File: config.mk
export PLATFORM = sky130hd
export DESIGN_NAME = qos_mm_regs_flat
export DESIGN_NICKNAME = d
export VERILOG_FILES = /design/src/rtl/qos_mm_regs_if.sv /design/src/rtl/qos_mm_regs.sv /design/src/flat_wrapper.sv
export SDC_FILE = /design/constraint.sdc
export NUM_CORES = 1
export LEC_CHECK = 0
export CAP_MARGIN = 20
export CORE_AREA = 5 5 107 109
export CTS_BUF_LIST = sky130_fd_sc_hd__clkbuf_8
export DETAILED_ROUTE_END_ITERATION = 8
export DIE_AREA = 0 0 112 114
export DONT_BUFFER_PORTS = 1
export GPL_ROUTABILITY_DRIVEN = 0
export PLACE_DENSITY_LB_ADDON = 0.08
export SKIP_LAST_GASP = 1
export SYNTH_ARGS = -nofsm -noshare
export SYNTH_HDL_FRONTEND = slang
export SYNTH_SLANG_ARGS = --single-unit
File: constraint.sdc
create_clock -name rclk -period 3.3 [get_ports rclk]
set_input_delay 0.33 -clock rclk [delete_from_list [all_inputs] [get_ports rclk]]
set_output_delay 0.33 -clock rclk [all_outputs]
set_load 0.02 [all_outputs]
File: src/rtl/qos_mm_regs_if.sv
// Host-side memory-mapped bus of the QoS register block.
// One-cycle read/write strobes, word address, registered read data.
interface qos_mm_regs_if;
    logic        mm_write_en;
    logic        mm_read_en;
    logic [7:0]  mm_addr;
    logic [31:0] mm_wdata;
    logic [31:0] mm_rdata;

    modport master (
        output mm_write_en,
        output mm_read_en,
        output mm_addr,
        output mm_wdata,
        input  mm_rdata
    );

    modport slave (
        input  mm_write_en,
        input  mm_read_en,
        input  mm_addr,
        input  mm_wdata,
        output mm_rdata
    );
endinterface

File: src/rtl/qos_mm_regs.sv
// QoS controller config/status registers, saturating per-channel
// error counters and the observation-window timer that clears them.
module qos_mm_regs #(
    parameter logic [19:0] RESET_TIMER_DEFAULT = 20'd50_000,
    parameter logic [7:0]  PRIORITY_DEFAULT    = 8'b11_10_01_00
) (
    input  logic                rclk,
    input  logic                rst_n,
    qos_mm_regs_if.slave        mm,
    output logic                fallback_enable,
    output logic                manual_enable,
    output logic [1:0]          manual_channel,
    output logic [7:0]          channel_priority,
    output logic [19:0]         reset_timer,
    output logic                cfg_update,
    input  logic [1:0]          active_channel,
    input  logic [3:0]          signal_present,
    input  logic [3:0]          error_pulse,
    output logic                window_tick
);

    localparam logic [7:0] ADDR_CFG = 8'h00;
    localparam logic [7:0] ADDR_STS = 8'h01;
    localparam logic [7:0] ADDR_ERR = 8'h02;

    localparam logic [31:0] CFG_RESET =
        {RESET_TIMER_DEFAULT, PRIORITY_DEFAULT, 4'b0000};

    logic [31:0]     cfg_q;
    logic [19:0]     timer_q;
    logic [3:0][7:0] err_q;

    logic            wr_cfg;
    logic            wr_err;
    logic            expire;
    logic [3:0]      clr;
    logic [31:0]     rd_val;

    assign fallback_enable  = cfg_q[0];
    assign manual_enable    = cfg_q[1];
    assign manual_channel   = cfg_q[3:2];
    assign channel_priority = cfg_q[11:4];
    assign reset_timer      = cfg_q[31:12];

    // A config write restarts the window, so it also suppresses expiry.
    always_comb begin
        wr_cfg = mm.mm_write_en && (mm.mm_addr == ADDR_CFG);
        wr_err = mm.mm_write_en && (mm.mm_addr == ADDR_ERR);
        expire = !wr_cfg && (reset_timer != 20'd0)
                 && (timer_q == 20'd1);
        for (int n = 0; n < 4; n++) begin
            clr[n] = expire || (wr_err && (|mm.mm_wdata[8*n +: 8]));
        end
    end

    always_comb begin
        rd_val = 32'h0;
        case (mm.mm_addr)
            ADDR_CFG: rd_val = cfg_q;
            ADDR_STS: rd_val = {26'b0, signal_present, active_channel};
            ADDR_ERR: rd_val = err_q;
            default:  rd_val = 32'h0;
        endcase
    end

    always_ff @(posedge rclk) begin
        if (!rst_n) begin
            cfg_q       <= CFG_RESET;
            cfg_update  <= 1'b0;
            mm.mm_rdata <= 32'h0;
        end else begin
            cfg_update <= wr_cfg;
            if (wr_cfg) begin
                cfg_q <= mm.mm_wdata;
            end
            if (mm.mm_read_en) begin
                mm.mm_rdata <= rd_val;
            end
        end
    end

    always_ff @(posedge rclk) begin
        if (!rst_n) begin
            timer_q     <= RESET_TIMER_DEFAULT;
            window_tick <= 1'b0;
        end else begin
            window_tick <= expire;
            if (wr_cfg) begin
                timer_q <= mm.mm_wdata[31:12];
            end else if (reset_timer == 20'd0) begin
                timer_q <= 20'd0;
            end else if (timer_q <= 20'd1) begin
                timer_q <= reset_timer;
            end else begin
                timer_q <= timer_q - 20'd1;
            end
        end
    end

    // A pulse landing on a clear is counted, so the lane restarts at 1.
    always_ff @(posedge rclk) begin
        if (!rst_n) begin
            err_q <= '0;
        end else begin
            for (int n = 0; n < 4; n++) begin
                if (clr[n]) begin
                    err_q[n] <= {7'b0, error_pulse[n]};
                end else if (error_pulse[n] && (err_q[n] != 8'hFF)) begin
                    err_q[n] <= err_q[n] + 8'd1;
                end
            end
        end
    end

endmodule

File: src/flat_wrapper.sv
// flat-port wrapper written by rule: the top's interface ports become plain ports
module qos_mm_regs_flat 
#(
    parameter logic [19:0] RESET_TIMER_DEFAULT = 20'd50_000,
    parameter logic [7:0]  PRIORITY_DEFAULT    = 8'b11_10_01_00
)
  (rclk, rst_n, fallback_enable, manual_enable, manual_channel, channel_priority, reset_timer, cfg_update, active_channel, signal_present, error_pulse, window_tick, mm_mm_write_en, mm_mm_read_en, mm_mm_addr, mm_mm_wdata, mm_mm_rdata);
  qos_mm_regs_if mm_i ();
  input  logic rclk;
  input  logic rst_n;
  output logic fallback_enable;
  output logic manual_enable;
  output logic [1:0] manual_channel;
  output logic [7:0] channel_priority;
  output logic [19:0] reset_timer;
  output logic cfg_update;
  input  logic [1:0] active_channel;
  input  logic [3:0] signal_present;
  input  logic [3:0] error_pulse;
  output logic window_tick;
  input wire logic [$bits(mm_i.mm_write_en)-1:0] mm_mm_write_en;
  input wire logic [$bits(mm_i.mm_read_en)-1:0] mm_mm_read_en;
  input wire logic [$bits(mm_i.mm_addr)-1:0] mm_mm_addr;
  input wire logic [$bits(mm_i.mm_wdata)-1:0] mm_mm_wdata;
  output wire logic [$bits(mm_i.mm_rdata)-1:0] mm_mm_rdata;
  assign mm_i.mm_write_en = mm_mm_write_en;
  assign mm_i.mm_read_en = mm_mm_read_en;
  assign mm_i.mm_addr = mm_mm_addr;
  assign mm_i.mm_wdata = mm_mm_wdata;
  assign mm_mm_rdata = mm_i.mm_rdata;
  qos_mm_regs #(.RESET_TIMER_DEFAULT(RESET_TIMER_DEFAULT), .PRIORITY_DEFAULT(PRIORITY_DEFAULT)) u_core (.rclk(rclk), .rst_n(rst_n), .mm(mm_i), .fallback_enable(fallback_enable), .manual_enable(manual_enable), .manual_channel(manual_channel), .channel_priority(channel_priority), .reset_timer(reset_timer), .cfg_update(cfg_update), .active_channel(active_channel), .signal_present(signal_present), .error_pulse(error_pulse), .window_tick(window_tick));
endmodule
-- Word level (Yosys, flattened, before mapping)
Cells that the tools add are included.
W data, S select, Z words.
- bits in registers: 118
- bits of input ports: 54
- word-level logic and storage cells: 71
- output and inout bits: 66
- add/sub/neg operators: 5
- magnitude comparators: 1
- mux-type cells: 12
- reduce and logical (&&, ||, !) cells: 32
- bitwise logic cells: 1
- eq/ne operators: 7
- operators by type and width (operator ; number):
    $pmux W32 S3 ; 1
    $mux W20 ; 3
    $add A8 B1 Y8 const B ; 4
    $ne A8 B8 Y1 const B ; 4
    $reduce_or A8 Y1 ; 4
    $eq A20 B1 Y1 const B ; 1
    $le A20 B1 Y1 const B ; 1
    $logic_not A20 Y1 ; 1
    $reduce_bool A20 Y1 ; 1
    $sub A20 B1 Y20 const B ; 1
    $logic_and A1 B1 Y1 ; 12
    $eq A8 B1 Y1 const B ; 1
    $eq A8 B2 Y1 const B ; 1
    $logic_not A8 Y1 ; 1
    $mux W1 ; 8
    $reduce_bool A2 Y1 ; 4
    $reduce_or A2 Y1 ; 4
    $logic_or A1 B1 Y1 ; 4
    $logic_not A1 Y1 ; 1
    $not A1 Y1 ; 1

-- Longest topological paths before layout
Gate-level depths: netlist of the first run.
- word-level depth: 7
- mapped depth: 9
- depth with buffers taken out: 7

-- Least setup slack after synthesis of the first run
OpenSTA, ideal clock, no wires.
- path kind: flip-flop to flip-flop
- from: register u_core.timer_q[11]
- to: register u_core.timer_q[10]
- stages on the path, launching flop included: 8
- slack: 1.394 ns
- library setup time: 0.126 ns
- buffers on the path: 2
- period minus slack after synthesis: 1.906 ns
- arrival time: 1.781 ns
- required time: 3.174 ns
- cell sequence: dfxtp_1 -> nor4_4 -> nand3_4 -> or3_1 -> buf_6 -> buf_8 -> mux2i_1 -> o21ai_1
- longest elaborated chain between the ends: 4
- RTL lines (what ; RTL line ; source):
    start, declared ; qos_mm_regs.sv:30 ; logic [19:0] timer_q;
    start signal, assigned ; qos_mm_regs.sv:89 ; timer_q <= mm.mm_wdata[31:12];
    start signal, assigned ; qos_mm_regs.sv:93 ; timer_q <= reset_timer;
    start signal, assigned ; qos_mm_regs.sv:95 ; timer_q <= timer_q - 20'd1;
    $le A20 B1 Y1 ; qos_mm_regs.sv:92 ; end else if (timer_q <= 20'd1) begin
    $mux W20 ; qos_mm_regs.sv:92 ;
    $mux W20 ; qos_mm_regs.sv:90 ; end else if (reset_timer == 20'd0) begin
    $mux W20 ; qos_mm_regs.sv:88 ; if (wr_cfg) begin
Every way passes these cells.
A chain may end at the register's enable or synchronous reset.

-- Worst setup path in the final report of the first run
- from: register u_core.timer_q[11]
- to: register u_core.timer_q[0]
Same word-level chain as after synthesis.

==> metrics, run 1 <==
critical path's largest stage delay 0.80 ns; die height roughly 110 um; CTS root buffer clkbuf_8; post-CTS setup buffers 0; Mapped Nets between 700 and 800; # Max-Cap Violations 0; Setup TNS 0 ns; total power draw 3.17 mW; Starting Density 53.2%; period utilization 71.1%; post-synth top area cell dfxtp_1; later-pin clock latency in the skew report around 0.43 ns; Finished Cell Area 0.00625 sq mm; first-pass GRT wire length about 26 mm; 1st-iter DRT viols 285; input/output buffers 0; die footprint 0.0128 sq mm; main area contributors after synthesis dfxtp_1, nand2_1, mux2i_1; Critical Path Fanout Max 18; detailed placement HPWL 11.1 mm; Startpoint Class register; Max H-tree Level 4; vias in the first global route approximately 4800; largest net degree at the start of global routing 34; RSZ-0062 raised after global routing no; register share of total power 46.8%; fraction of layout cells with a size suffix above 1 6.17%; DRT Wirelength 15.8 mm; Crit Path Class register to register; Core ar. 0.0105 sq mm; Yosys top cell area share between 40% and 50%; Post-DP Area ~0.0057 sq mm; worst path required time 3.57 ns; WL/cell 19.3 um; Die X 112 um; DRC violations left 0; TritonCTS buffer count 17; sequential cell area fraction in the yosys report approximately 42%; synth-to-layout area growth 11.8%; post-synth cell types 50; initial antenna violation count 0; Max VDD drop 243 uV; Switch Pwr roughly 0.7 mW; synth warn 0; hold-fix buffers at CTS 13; CP Buf/Inv Count 0; TritonCTS clock tree yes; Worst Max-Slew Pin Slew 1.15 ns; CP endpoint kind register; critical path's top delay family simple AND/OR/NAND/NOR gates; WP data arrival 2.62 ns; maximum clock frequency 426 MHz; Slew Viols, Final 0; Lkg Pwr ~2.2 nW; Comb pwr share between 5 and 6%; DRT Pass-1 Iters 5; Final Hold Violating Endpoints 0; Pwr Density 507 mW/mm^2; setup violators final 0; Clk pwr share 47.7%; antenna cell count 0; Relative slew margins between 20 and 25%; fraction of registers with async set/reset 0%; status completed; Internal Power around 2.5 mW; Via density around 6; Ports 120; synthesized cell area 0.00559 sq mm; clock sinks roughly 120; Worst-path clk slew ~0.07 ns; Critical Path Slowest Stage Cell or3_1; Nets 729; Hold Path Class primary input to register; CP cell instances nor4_4 -> nand3_4 -> or3_1 -> mux2i_1 -> o21ai_0; clk buf depth 2; Tmin final 2.35 ns; Fillers 930; Fin Clk Skew ~0.0063 ns; GRT Overall Usage 25.1%; Syn Area/Cell 8.41 sq um; Post-synth EDFFs 0; area of the multi-input gates roughly 0.0030 sq mm; gate count of the mapped netlist 665; post-cts resize count 0; via count slightly below 5000; Overflow after GRT 0; Post-DRT Antenna Nets 0; Seq. cell area 0.00236 sq mm; Top FF cell, synth dfxtp_1; Sw Ratio 22.2%; FP Rows 38; Yosys reg bits 118
## cells by family (layout without fill, tap and decap cells)
| kind of cell | Yosys count | after routing | share of synthesized area, % |
|---|---|---|---|
| XOR/XNOR | 38 | 38 | 5.95 |
| AO/OA/AOI/OAI | 145 | 145 | 17.6 |
| AND/OR/NAND/NOR | 284 | 284 | 24.5 |
| flip-flops | 118 | 118 | 42.2 |
| adder cells (fa/ha/maj) | 6 | 6 | 1.34 |
| multiplexers | 26 | 26 | 4.65 |
| buffers and inverters | 48 | 64 | 3.78 |
## per-layer routing
metal  wire [um]  track usage (%)  vias to the layer above
met5           0                0                        -
met4         191             8.65                        0
met3        1600             8.38                       20
met2        7160             38.9                      206
met1        6890             33.0                     2338
li1            -                -                     2371
## sequential cells by signal, indices dropped and copies added (netlist names)
| register | flops |
|---|---|
| u_core.window_tick | 1 |
| u_core.timer_q | 20 |
| u_core.cfg_q | 32 |
| u_core.cfg_update | 1 |
| u_core.err_q | 32 |
| u_core.mm.mm_rdata | 32 |
## worst register-to-register path, delay by kind of cell (launching register included)
family	cells	cell delay, ns
and+or+nand+nor	3	1.43
DFF	1	0.34
AOI/OAI and AO/OA	1	0.10
muxes	1	0.31
## cells in the final DEF, fill, tap and decap left out, types with 14 or more instances in the layout
cell type | Yosys | routed
a21oi_1 | 36 | 36
a22oi_1 | 26 | 26
nand3_1 | 21 | 21
nor4_1 | 20 | 20
nor2_1 | 55 | 55
nor3_1 | 14 | 14
clkbuf_8 | 0 | 20
dfxtp_1 | 118 | 118
and2_1 | 30 | 30
nand2_1 | 113 | 113
xnor2_1 | 26 | 26
o2bb2ai_1 | 29 | 29
o21ai_0 | 17 | 17
mux2i_1 | 26 | 26
## area by class of cell
| type | instances | share of cell area [%] |
|---|---|---|
| clock buffer | 20 | 4.40 |
| clock inverter | 11 | 2.88 |
| inverter | 11 | 0.661 |
| multi-input combinational | 499 | 48.3 |
| sequential | 118 | 37.8 |
| tap | 140 | 2.80 |
| timing repair buffer | 22 | 3.16 |
## worst paths after layout
kind / startpoint / slack, ns / cells after the start / endpoint
setup / recovery: u_core.timer_q[11] / 0.95 / 5 / u_core.timer_q[0]
hold / removal: mm_mm_wdata[28] / 0.02 / 2 / u_core.cfg_q[28]
setup reg to reg: u_core.timer_q[11] / 0.95 / 5 / u_core.timer_q[0]
hold reg to reg: u_core.err_q[9] / 0.51 / 2 / u_core.err_q[9]
## cells in the mapped netlist (all sizes together) (4+ instances only)
| master | instances |
|---|---|
| o211ai | 5 |
| nor4 | 22 |
| and2 | 30 |
| nand3 | 22 |
| nor3 | 14 |
| a21oi | 36 |
| nand2 | 113 |
| a22oi | 26 |
| o2bb2ai | 29 |
| xnor2 | 26 |
| xor2 | 12 |
| nor2 | 55 |
| buf | 13 |
| clkbuf | 24 |
| o21ai | 27 |
| inv | 10 |
| mux2i | 26 |
| nand4 | 10 |
| dfxtp | 118 |
| o31ai | 4 |
| a2bb2oi | 4 |
| and3 | 7 |
| ha | 6 |
## per-stage QoR
stage | std cells | hold WS [ns] | util [%] | setup WS (ns)
2_1_floorplan | 665 | 0.439 | - | 1.39
5_1_grt | 821 | 0.00243 | 59.5 | 0.801
4_1_cts | 821 | 0.000506 | 59.5 | 0.976
6_report | 821 | 0.0218 | 59.5 | 0.954
3_3_place_gp | 777 | 0.409 | 53.9 | 1.06
3_5_place_dp | 777 | 0.410 | 53.9 | 0.974
## power by group through the flow
| stage | clock [mW] | sequential [mW] | combinational (mW) |
|---|---|---|---|
| 6_report | 1.51 | 1.48 | 0.176 |
| 2_1_floorplan | 0 | 1.50 | 0.140 |
| 3_5_place_dp | 0 | 1.51 | 0.157 |
| 4_1_cts | 1.54 | 1.48 | 0.176 |
| 5_1_grt | 1.60 | 1.49 | 0.197 |
| 3_3_place_gp | 0 | 1.51 | 0.152 |
(Power assumes the default switching activity.)
==> run 2, diff against run 1 <==
- clock period: 3.3 -> 2.2 ns (I/O delays scaled with it)
==> run 2 against run 1 <==
Compared with the run above: first-iteration DRC count up 39%; via count grew 5.3%; total power up 50%; sequential power is 50% higher; maximum frequency rose by 16%; combinational power grew 93%; cell area rose by 8.0%; largest power group is now sequential cells.
==> metrics, run 2 (synthesized netlist as in run 1, its figures left out) <==
status completed; worst path required time 2.59 ns; antenna cell count 0; leading cell type in the layout, fill and taps excluded dfxtp_1; period utilization about nine tenths; TritonCTS clock tree yes; Tmin final 2.02 ns; Worst-path clk slew 0.07 ns; placed cells 812; CP Buf/Inv Count 0; GRT Overall Usage 25.8%; setup violators final 0; # Max-Cap Violations 0; post-CTS setup buffers 0; clock sinks 118; synth-to-layout area growth 20.8%; worst setup margin 0.177 ns; Relative slew margins a little under three fifths; DRC violations left 0; Nets 788; die footprint around 0.013 sq mm; 1st-iter DRT viols a little under 400; Max H-tree Level 4; Critical Path Fanout Max 5; Overflow after GRT 0; first-pass GRT wire length 26.2 mm; Lkg Pwr 2.50 nW; later-pin clock latency in the skew report 0.44 ns; Crit Path Class register to register; CP cell instances ha_1 -> nor2_1 -> or4_1 -> a2111o_1 -> a221oi_1 -> a21o_1; Critical Path Slowest Stage Cell a2111o_1; DP Worst Slack 0.215 ns; initial antenna violation count 0; Max VDD drop around 400 uV; Ports 120; Worst Max-Slew Pin Slew 0.667 ns; critical path's largest stage delay 0.42 ns; TritonCTS buffer count 17; maximum clock frequency 494 MHz; CTS root buffer clkbuf_8; clk buf depth 2; Pwr Density 704 mW/mm^2; Final Hold Violating Endpoints 0; fraction of layout cells with a size suffix above 1 10.8%; worst hold slack 0.0340 ns; most frequent cells in the layout dfxtp_1, nand2_1, nor2_1; top flop regs u_core.cfg_q (32), u_core.err_q (32), u_core.mm.mm_rdata (32); largest net degree at the start of global routing a little over 40; Die X about 110 um; post-route non-filler standard cell count 880; Slew Viols, Final 0; vias in the first global route approximately 5000; RSZ-0062 raised after global routing no; CP endpoint kind register; Post-DRT Antenna Nets 0; Setup TNS 0 ns; detailed placement HPWL around 12 mm; Fin Clk Skew 0.00961 ns; die height 114 um; via count 5196; total power draw roughly 4.8 mW; DRT Wirelength 16.4 mm; Starting Density between 50% and 60%; Hold Path Class primary input to register; Startpoint Class register; Core ar. between 0.01 and 0.015 sq mm; DRT Pass-1 Iters 5; FP Rows 38; input/output buffers 0; critical path's top delay family compound AO/OA/AOI/OAI gates; Via density 5.90; WL/cell 18.6 um; WP data arrival roughly 2.4 ns
## run 2: changes by cell type in the layout (fill, tap and decap cells not counted), sizes merged
| cell | before | now |
|---|---|---|
| clkbuf | 20 | 21 |
| inv | 12 | 11 |
| bufinv | 5 | 4 |
| buf | 9 | 45 |
| clkinv | 4 | 5 |
| dlygate4sd3 | 13 | 36 |
## run 2: final timing paths
kind / depth (start not counted) / endpoint / slack, ns / start
setup / recovery: 6 / u_core.timer_q[18] / 0.18 / u_core.timer_q[0]
hold / removal: 2 / u_core.cfg_q[10] / 0.03 / rst_n
setup reg to reg: 6 / u_core.timer_q[18] / 0.18 / u_core.timer_q[0]
hold reg to reg: 2 / u_core.err_q[9] / 0.51 / u_core.err_q[9]
## run 2: final cells by class
cell class                 instances  area [sq um]
clock buffer                      21           289
clock inverter                    10           151
fill                             871          3750
inverter                          11          41.3
multi-input combinational        499          3020
sequential                       118          2360
tap                              140           175
timing repair buffer              81           711
## run 2: where the power goes
| group | total, mW | internal (mW) | switching [mW] |
|---|---|---|---|
| Combinational | 0.339 | 0.160 | 0.179 |
| Sequential | 2.22 | 2.17 | 0.0510 |
| Clock | 2.19 | 1.34 | 0.851 |
## run 2: what timing repair did
item,CTS,global route
endpoints found under the hold margin,85,0
endpoints found under the setup margin,0,10
gates resized for setup,0,1
hold buffers,37,0
## run 2: per-stage QoR
step,cell area [sq um],utilization [%]
after CTS,6750,64.2
after global placement,5930,56.4
after detailed placement,5930,56.4
after floorplan,5590,-
final,6750,64.3
after global routing,6750,64.3
## run 2: routing by layer
metal | routed length (um) | up-vias | GRT usage (%)
li1 | - | 2490 | -
met1 | 7180 | 2454 | 34.5
met2 | 7350 | 232 | 39.7
met3 | 1690 | 20 | 9.50
met4 | 163 | 0 | 7.05
met5 | 0 | - | 0
